[src/rtl/spi_master_pkg.sv]
// Shared types and helpers for the parametrised SPI master.
package spi_master_pkg;

  typedef enum logic [1:0] {
    IDLE  = 2'd0,
    SETUP = 2'd1,
    XFER  = 2'd2,
    HOLD  = 2'd3
  } state_t;

  // {cpol, cpha}
  localparam logic [1:0] MODE0 = 2'b00;
  localparam logic [1:0] MODE1 = 2'b01;
  localparam logic [1:0] MODE2 = 2'b10;
  localparam logic [1:0] MODE3 = 2'b11;

  function automatic int cs_width(input int n);
    return (n > 1) ? $clog2(n) : 1;
  endfunction

endpackage

[src/rtl/spi_clk_tick.sv]
// SCK half-period divider: one-cycle registered tick every CLK_DIV enabled cycles.
module spi_clk_tick #(
  parameter int CLK_DIV = 4
) (
  input  logic clk,
  input  logic rst_n,
  input  logic en,
  output logic tick
);

  localparam int CNT_W = (CLK_DIV > 1) ? $clog2(CLK_DIV) : 1;
  localparam logic [CNT_W-1:0] LAST = CNT_W'(CLK_DIV - 1);

  logic [CNT_W-1:0] cnt;

  always_ff @(posedge clk or negedge rst_n) begin
    if (!rst_n) begin
      cnt  <= '0;
      tick <= 1'b0;
    end else if (!en) begin
      cnt  <= '0;
      tick <= 1'b0;
    end else if (cnt == LAST) begin
      cnt  <= '0;
      tick <= 1'b1;
    end else begin
      cnt  <= cnt + 1'b1;
      tick <= 1'b0;
    end
  end

endmodule

[src/rtl/spi_master_param.sv]
// SPI master with configurable width, divider, chip-select count, mode and bit order.
module spi_master_param
  import spi_master_pkg::*;
#(
  parameter int DATA_W  = 8,
  parameter int CLK_DIV = 4,
  parameter int NUM_CS  = 1,
  parameter int CS_W    = cs_width(NUM_CS)
) (
  input  logic              clk,
  input  logic              rst_n,
  input  logic              start,
  input  logic [DATA_W-1:0] tx_data,
  input  logic [CS_W-1:0]   cs_sel,
  input  logic              cpol,
  input  logic              cpha,
  input  logic              lsb_first,
  output logic              busy,
  output logic              done,
  output logic [DATA_W-1:0] rx_data,
  output logic [NUM_CS-1:0] cs_n,
  output logic              sck,
  output logic              mosi,
  input  logic              miso
);

  localparam int EC_W = $clog2(2 * DATA_W);
  localparam logic [EC_W-1:0] LAST_EDGE = EC_W'(2 * DATA_W - 1);

  state_t            state;
  logic              tick;
  logic              tick_en;
  logic [EC_W-1:0]   edge_cnt;
  logic              cpol_r, cpha_r, lsb_r;
  logic [DATA_W-1:0] tx_sh, rx_sh;
  logic [NUM_CS-1:0] cs_dec;
  logic              accept, xfer_tick, lead, last_edge, drive_en, sample_en;

  function automatic logic head_bit(input logic [DATA_W-1:0] v, input logic lsb);
    return lsb ? v[0] : v[DATA_W-1];
  endfunction

  function automatic logic [DATA_W-1:0] shift_tx(input logic [DATA_W-1:0] v, input logic lsb);
    return lsb ? (v >> 1) : (v << 1);
  endfunction

  function automatic logic [DATA_W-1:0] shift_rx(input logic [DATA_W-1:0] v, input logic lsb,
                                                 input logic b);
    return lsb ? {b, v[DATA_W-1:1]} : {v[DATA_W-2:0], b};
  endfunction

  assign tick_en = (state != IDLE);

  spi_clk_tick #(.CLK_DIV(CLK_DIV)) u_tick (
    .clk   (clk),
    .rst_n (rst_n),
    .en    (tick_en),
    .tick  (tick)
  );

  // Out-of-range selects leave every chip select high.
  always_comb begin
    cs_dec = '1;
    for (int i = 0; i < NUM_CS; i++)
      if (cs_sel == CS_W'(i)) cs_dec[i] = 1'b0;
  end

  assign accept    = (state == IDLE) && start;
  assign xfer_tick = (state == XFER) && tick;
  assign lead      = ~edge_cnt[0];
  assign last_edge = (edge_cnt == LAST_EDGE);
  assign drive_en  = xfer_tick && (cpha_r ? lead : (!lead && !last_edge));
  assign sample_en = xfer_tick && (lead ^ cpha_r);

  always_ff @(posedge clk or negedge rst_n) begin
    if (!rst_n) begin
      state    <= IDLE;
      busy     <= 1'b0;
      done     <= 1'b0;
      rx_data  <= '0;
      cs_n     <= '1;
      sck      <= 1'b0;
      mosi     <= 1'b0;
      edge_cnt <= '0;
      cpol_r   <= 1'b0;
      cpha_r   <= 1'b0;
      lsb_r    <= 1'b0;
    end else begin
      done <= 1'b0;
      case (state)
        IDLE: begin
          if (start) begin
            cpol_r   <= cpol;
            cpha_r   <= cpha;
            lsb_r    <= lsb_first;
            sck      <= cpol;
            busy     <= 1'b1;
            cs_n     <= cs_dec;
            edge_cnt <= '0;
            if (!cpha) mosi <= head_bit(tx_data, lsb_first);
            state    <= SETUP;
          end else begin
            sck <= cpol_r;
          end
        end
        SETUP: if (tick) state <= XFER;
        XFER: begin
          if (tick) begin
            sck <= ~sck;
            if (drive_en) mosi <= head_bit(tx_sh, lsb_r);
            if (last_edge) begin
              edge_cnt <= '0;
              state    <= HOLD;
            end else begin
              edge_cnt <= edge_cnt + 1'b1;
            end
          end
        end
        HOLD: begin
          if (tick) begin
            cs_n    <= '1;
            rx_data <= rx_sh;
            done    <= 1'b1;
            busy    <= 1'b0;
            state   <= IDLE;
          end
        end
        default: state <= IDLE;
      endcase
    end
  end

  // With cpha=0 the first bit is already on mosi, so the register is pre-shifted.
  always_ff @(posedge clk) begin
    if (accept) begin
      tx_sh <= cpha ? tx_data : shift_tx(tx_data, lsb_first);
      rx_sh <= '0;
    end else begin
      if (drive_en)  tx_sh <= shift_tx(tx_sh, lsb_r);
      if (sample_en) rx_sh <= shift_rx(rx_sh, lsb_r, miso);
    end
  end

endmodule
[config.mk]
export PLATFORM = sky130hd
export DESIGN_NAME = spi_master_param
export DESIGN_NICKNAME = d
export VERILOG_FILES = /design/src/rtl/spi_master_pkg.sv /design/src/rtl/spi_clk_tick.sv /design/src/rtl/spi_master_param.sv
export SDC_FILE = /design/constraint.sdc
export NUM_CORES = 1
export LEC_CHECK = 0
export ABC_AREA = 1
export CAP_MARGIN = 0
export CORE_ASPECT_RATIO = 0.8
export CORE_MARGIN = 10
export CORE_UTILIZATION = 45
export DETAILED_ROUTE_END_ITERATION = 6
export GPL_TIMING_DRIVEN = 0
export PLACE_DENSITY = 0.67
export REMOVE_ABC_BUFFERS = 1
export SLEW_MARGIN = 0
export SYNTH_ARGS = -nofsm -noshare
export SYNTH_HDL_FRONTEND = slang
export SYNTH_HIERARCHICAL = 1
export SYNTH_SLANG_ARGS = --single-unit
[constraint.sdc]
create_clock -name clk -period 3.61 [get_ports clk]
set_input_delay 0.722 -clock clk [delete_from_list [all_inputs] [get_ports clk]]
set_output_delay 0.722 -clock clk [all_outputs]
set_load 0.05 [all_outputs]
[Yosys cells after proc, flatten, opt, wreduce, memory -nomap -nowiden]
Cells that the tools add are included.
Cells by class
  eq/ne operators: 12
  bitwise operators: 3
  multiplexer cells: 40
  reductions and logical operators: 18
  $add $sub $neg: 2
Operators with widths (number)
  $mux 8: 6
  $mux 1: 18
  $mux 2: 7
  $mux 4: 3
  $reduce_and 5->1: 2
  $ne 2x2->1 const B: 4
  $pmux 1 s2: 4
  $pmux 2 s4: 1
  $pmux 4 s2: 1
  $reduce_bool 2->1: 4
  $eq 2x2->1 const B: 3
  $ne 2x1->1 const B: 3
  $reduce_and 2->1: 3
  $reduce_and 3->1: 2
  $logic_and 1x1->1: 5
  $add 4x1->4 const B: 1
  $eq 4x4->1 const B: 1
  $add 2x1->2 const B: 1
  $eq 2x1->1 const B: 1
  $logic_not 2->1: 1
  $not 1->1: 2
  $logic_not 1->1: 1
  $xor 1x1->1: 1
Storage, ports and cells
  bits of input ports: 16
  bits in registers: 41
  word-level logic and storage cells: 90

[Longest topological paths before layout]
  word-level depth: 8
  mapped depth: 10
  mapped depth without buffers: 9

[Hierarchy]
Netlist, hierarchy kept.
By module, submodules not included
  spi_master_param: cells each 247, sequential area each 952.2 sq um, area each 2030.7 sq um, times used 1
  spi_clk_tick: cells each 11, sequential area each 75.1 sq um, area each 113.9 sq um, times used 1

[Least setup slack after synthesis]
OpenSTA, ideal clock, no wires.
  kind: input to register
  start: input port start
  end: register tx_sh[0], enable pin
  path slack: 2.029 ns
  required time: 3.309 ns
  library setup time: 0.301 ns
  buffers on the path: 1
  arrival: 1.280 ns
  cell stages on the path: 3
  cell sequence: nand2_1 clkbuf_1 nand2_1
On the way
  word-level cells in the longest chain between the ends: 2
Ends and longest elaborated chain
  start: declaration: RTL line spi_master_param.sv:12  | input logic start,
  $logic_and 1x1->1: RTL line spi_master_param.sv:68  | assign accept = (state == IDLE) && start;
  $reduce_bool 2->1 (no source line)
  end signal: assignment: RTL line spi_master_param.sv:136  | tx_sh <= cpha ? tx_data : shift_tx(tx_data, lsb_first);
  end signal: assignment: RTL line spi_master_param.sv:139  | if (drive_en) tx_sh <= shift_tx(tx_sh, lsb_r);
  end: declaration: RTL line spi_master_param.sv:35  | logic [DATA_W-1:0] tx_sh, rx_sh;
Every way passes these cells.
A chain may end at the register's enable or synchronous reset.

[Worst setup path after layout]
  start: input port start
  end: register tx_sh[7], enable pin
The elaborated chain is that of the path after synthesis.

==> out/metrics.csv <==
metric,value,unit
sum of routed wire segments on met1,2280,um
total of flip-flops plus latches after synthesis,41,
share of the clock period used by the worst path after layout,66.0,%
critical path required time,3.57,ns
arrival time reported for the critical path endpoint,2.34,ns
H-tree depth reported by CTS,2,
first-pass iteration count of the detailed router,4,
antenna cell count,0,
proportion of synthesized chip area in sequential cells,47.9,%
kind of path behind the tightest hold check,reg2reg,
wire length of the first global-routing pass,7620,um
Post-CTS Resized,0,
ports placed on the boundary,29,
critical path type,in2reg,
number of design-rule violations left by the first detailed-router iteration,130,
Setup crit start,start,
Avg Inst Size Synth,8.31,um^2
highest fanout seen on the critical path,31,
TritonCTS clock tree,built,
number of port buffers,28,
total placed cells including tap cells,335,
die area,7940,um^2
clock tree skew after final layout,0.00636,ns
Routed Wire Length,4340,um
Overall Global Routing Usage,11.6,%
gate count of the mapped netlist,258,
final HPWL from detailed placement,3050,um
top layer in use,met4,
Yosys warnings,6,
worst setup slack after layout,1.23,ns
power per cell area,351,nW/um^2
Leakage Power,1.14,nW
final cell count without fillers,343,
DIE HEIGHT,81.7,um
master cell of the clock root buffer,clkbuf_8,
post-layout net count,305,
number of maximum-capacitance constraint violations,0,
residual antenna-violating net count after detailed routing,0,
"commonest non-fill, non-tap cell in the layout",nand2_1,
WL per Instance,12.7,um
DRC viols,0,
Reg2Reg Launch Point,state[0],
antenna violations before repair,0,
worst setup slack after placement,0.884,ns
Worst slew margin,25.3,%
clk slew on worst S/H paths,0.08,ns
maximum root-to-sink buffer count,2,
number of max-slew violations in the final report,0,
count of cell types in the netlist,31,
insertion delay to the later sink of the worst-skew pair,0.30,ns
largest net degree at the start of global routing,32,
row cnt,22,
CP startpoint kind,input pin,
Synth async-reset ratio,61.0,%
critical path endpoint category,register,
status,completed,
most used cells in the layout excluding fill and tap cells,"nand2_1 (73), o21ai_0 (31), clkdlybuf4s50_1 (28)",
post-synthesis to final-layout area growth,18.6,%
post-CTS setup buffer count,0,
number of vias per cell after detailed routing,5.08,
Finished Core Util,55.3,%
vias,1741,
number of hold-repair buffers added at the cts stage,0,
final sum of negative setup slack,0,ns
cts bufs inserted,5,
hold violation count in the final report,0,
Core Region,4600,um^2
DR WL met2,1670,um
aggregate global routing overflow,0,
metal3 WL,334,um
Chip Width,97.2,um
hold wc startpoint,u_tick/cnt[0],
clock sinks,41,
final RePlAce weighted congestion,0.822,
Peak supply drop,0.195,mV
number of synthesized flops with an enable pin,8,
area of the mapped netlist,2140,um^2
worst hold slack,0.439,ns
Fmax,0.420,GHz
Initial Utilization,46.7,%
Least-Margin Pin Slew,1.12,ns
shortest period the worst path allows,2.38,ns
Setup-failing EPs final,0,
share of cells above drive strength 1,8.48,%
via count of the first global-routing pass,1641,
setup repair after global routing missed its margin,false,
commonest register cell after synthesis,dfrtp_1,
[Yosys cell counts (3+ instances only)]
cell	count	area share, %
nand2_1	73	13
o21ai_0	31	7.2
inv_1	26	4.6
dfrtp_1	24	28
a21oi_1	18	4.2
nor2_1	11	1.9
dfxtp_1	8	7.5
edfxtp_1	8	11
buf_2	7	1.6
ha_1	7	4.1
o211ai_1	7	2.5
a32oi_1	6	2.5
nand3_1	6	1.4
inv_2	3	0.53
[where the power goes]
part / total, W / internal [W] / switching [W]
combinational: 0.0000463 / 0.0000211 / 0.0000252
sequential: 0.000473 / 0.000472 / 0.00000128
clock: 0.000373 / 0.000205 / 0.000168
[critical path, cell delays in order]
cell	delay, ns
clkdlybuf4s50_1	0.48
nand2_1	0.54
nand2_1	0.59
[metrics by stage]
stage                     area [um^2]  power (W)
after floorplan                  2080   0.000499
after global placement           2430   0.000530
after detailed placement         2430   0.000530
after CTS                        2540   0.000900
after global routing             2540   0.000932
final                            2540   0.000893
[registers in the layout (all words and copies together) (netlist names)]
signal,count
cpha_r,1
cs_n,1
done,1
state,2
busy,1
tx_sh,8
u_tick/tick,1
cpol_r,1
u_tick/cnt,2
mosi,1
rx_data,8
lsb_r,1
sck,1
edge_cnt,4
rx_sh,8
[logic make-up (layout without fill, tap and decap cells)]
kind of cell               Yosys count  in the layout  share of synthesized area [%]
adders and majority gates            7              7                           4.08
AOI/OAI and AO/OA                   72             72                           20.8
DFF                                 41             41                           47.9
xor gates and xnor gates             1              1                          0.408
buffers and inverters               41             66                           8.28
and+or+nand+nor                     96             96                           18.6
[path summary, 6_finish.rpt]
check | end | slack [ns] | cells after the start
setup / recovery | tx_sh[7] | 1.23 | 3
hold / removal | u_tick/cnt[0] | 0.44 | 1
setup reg to reg | tx_sh[7] | 1.29 | 4
hold reg to reg | u_tick/cnt[0] | 0.44 | 1
max in group asynchronous | u_tick/tick | 1.93 | 1
min in group asynchronous | rx_data[4] | 1.02 | 1
[routing by layer]
layer	vias up	GRT usage, %
met2	52	16.3
li1	898	-
met1	785	15.5
met3	6	5.03
met5	-	0
met4	0	4.12
[area by class of cell]
cell class	instances	area [um^2]
clock buffer	6	72.6
clock inverter	2	35.0
sequential	41	1030
multi-input combinational	176	940
fill	439	2050
inverter	30	113
tap	60	75.1
timing repair buffer	28	280
Note: power is estimated with default switching activity, not from simulation.
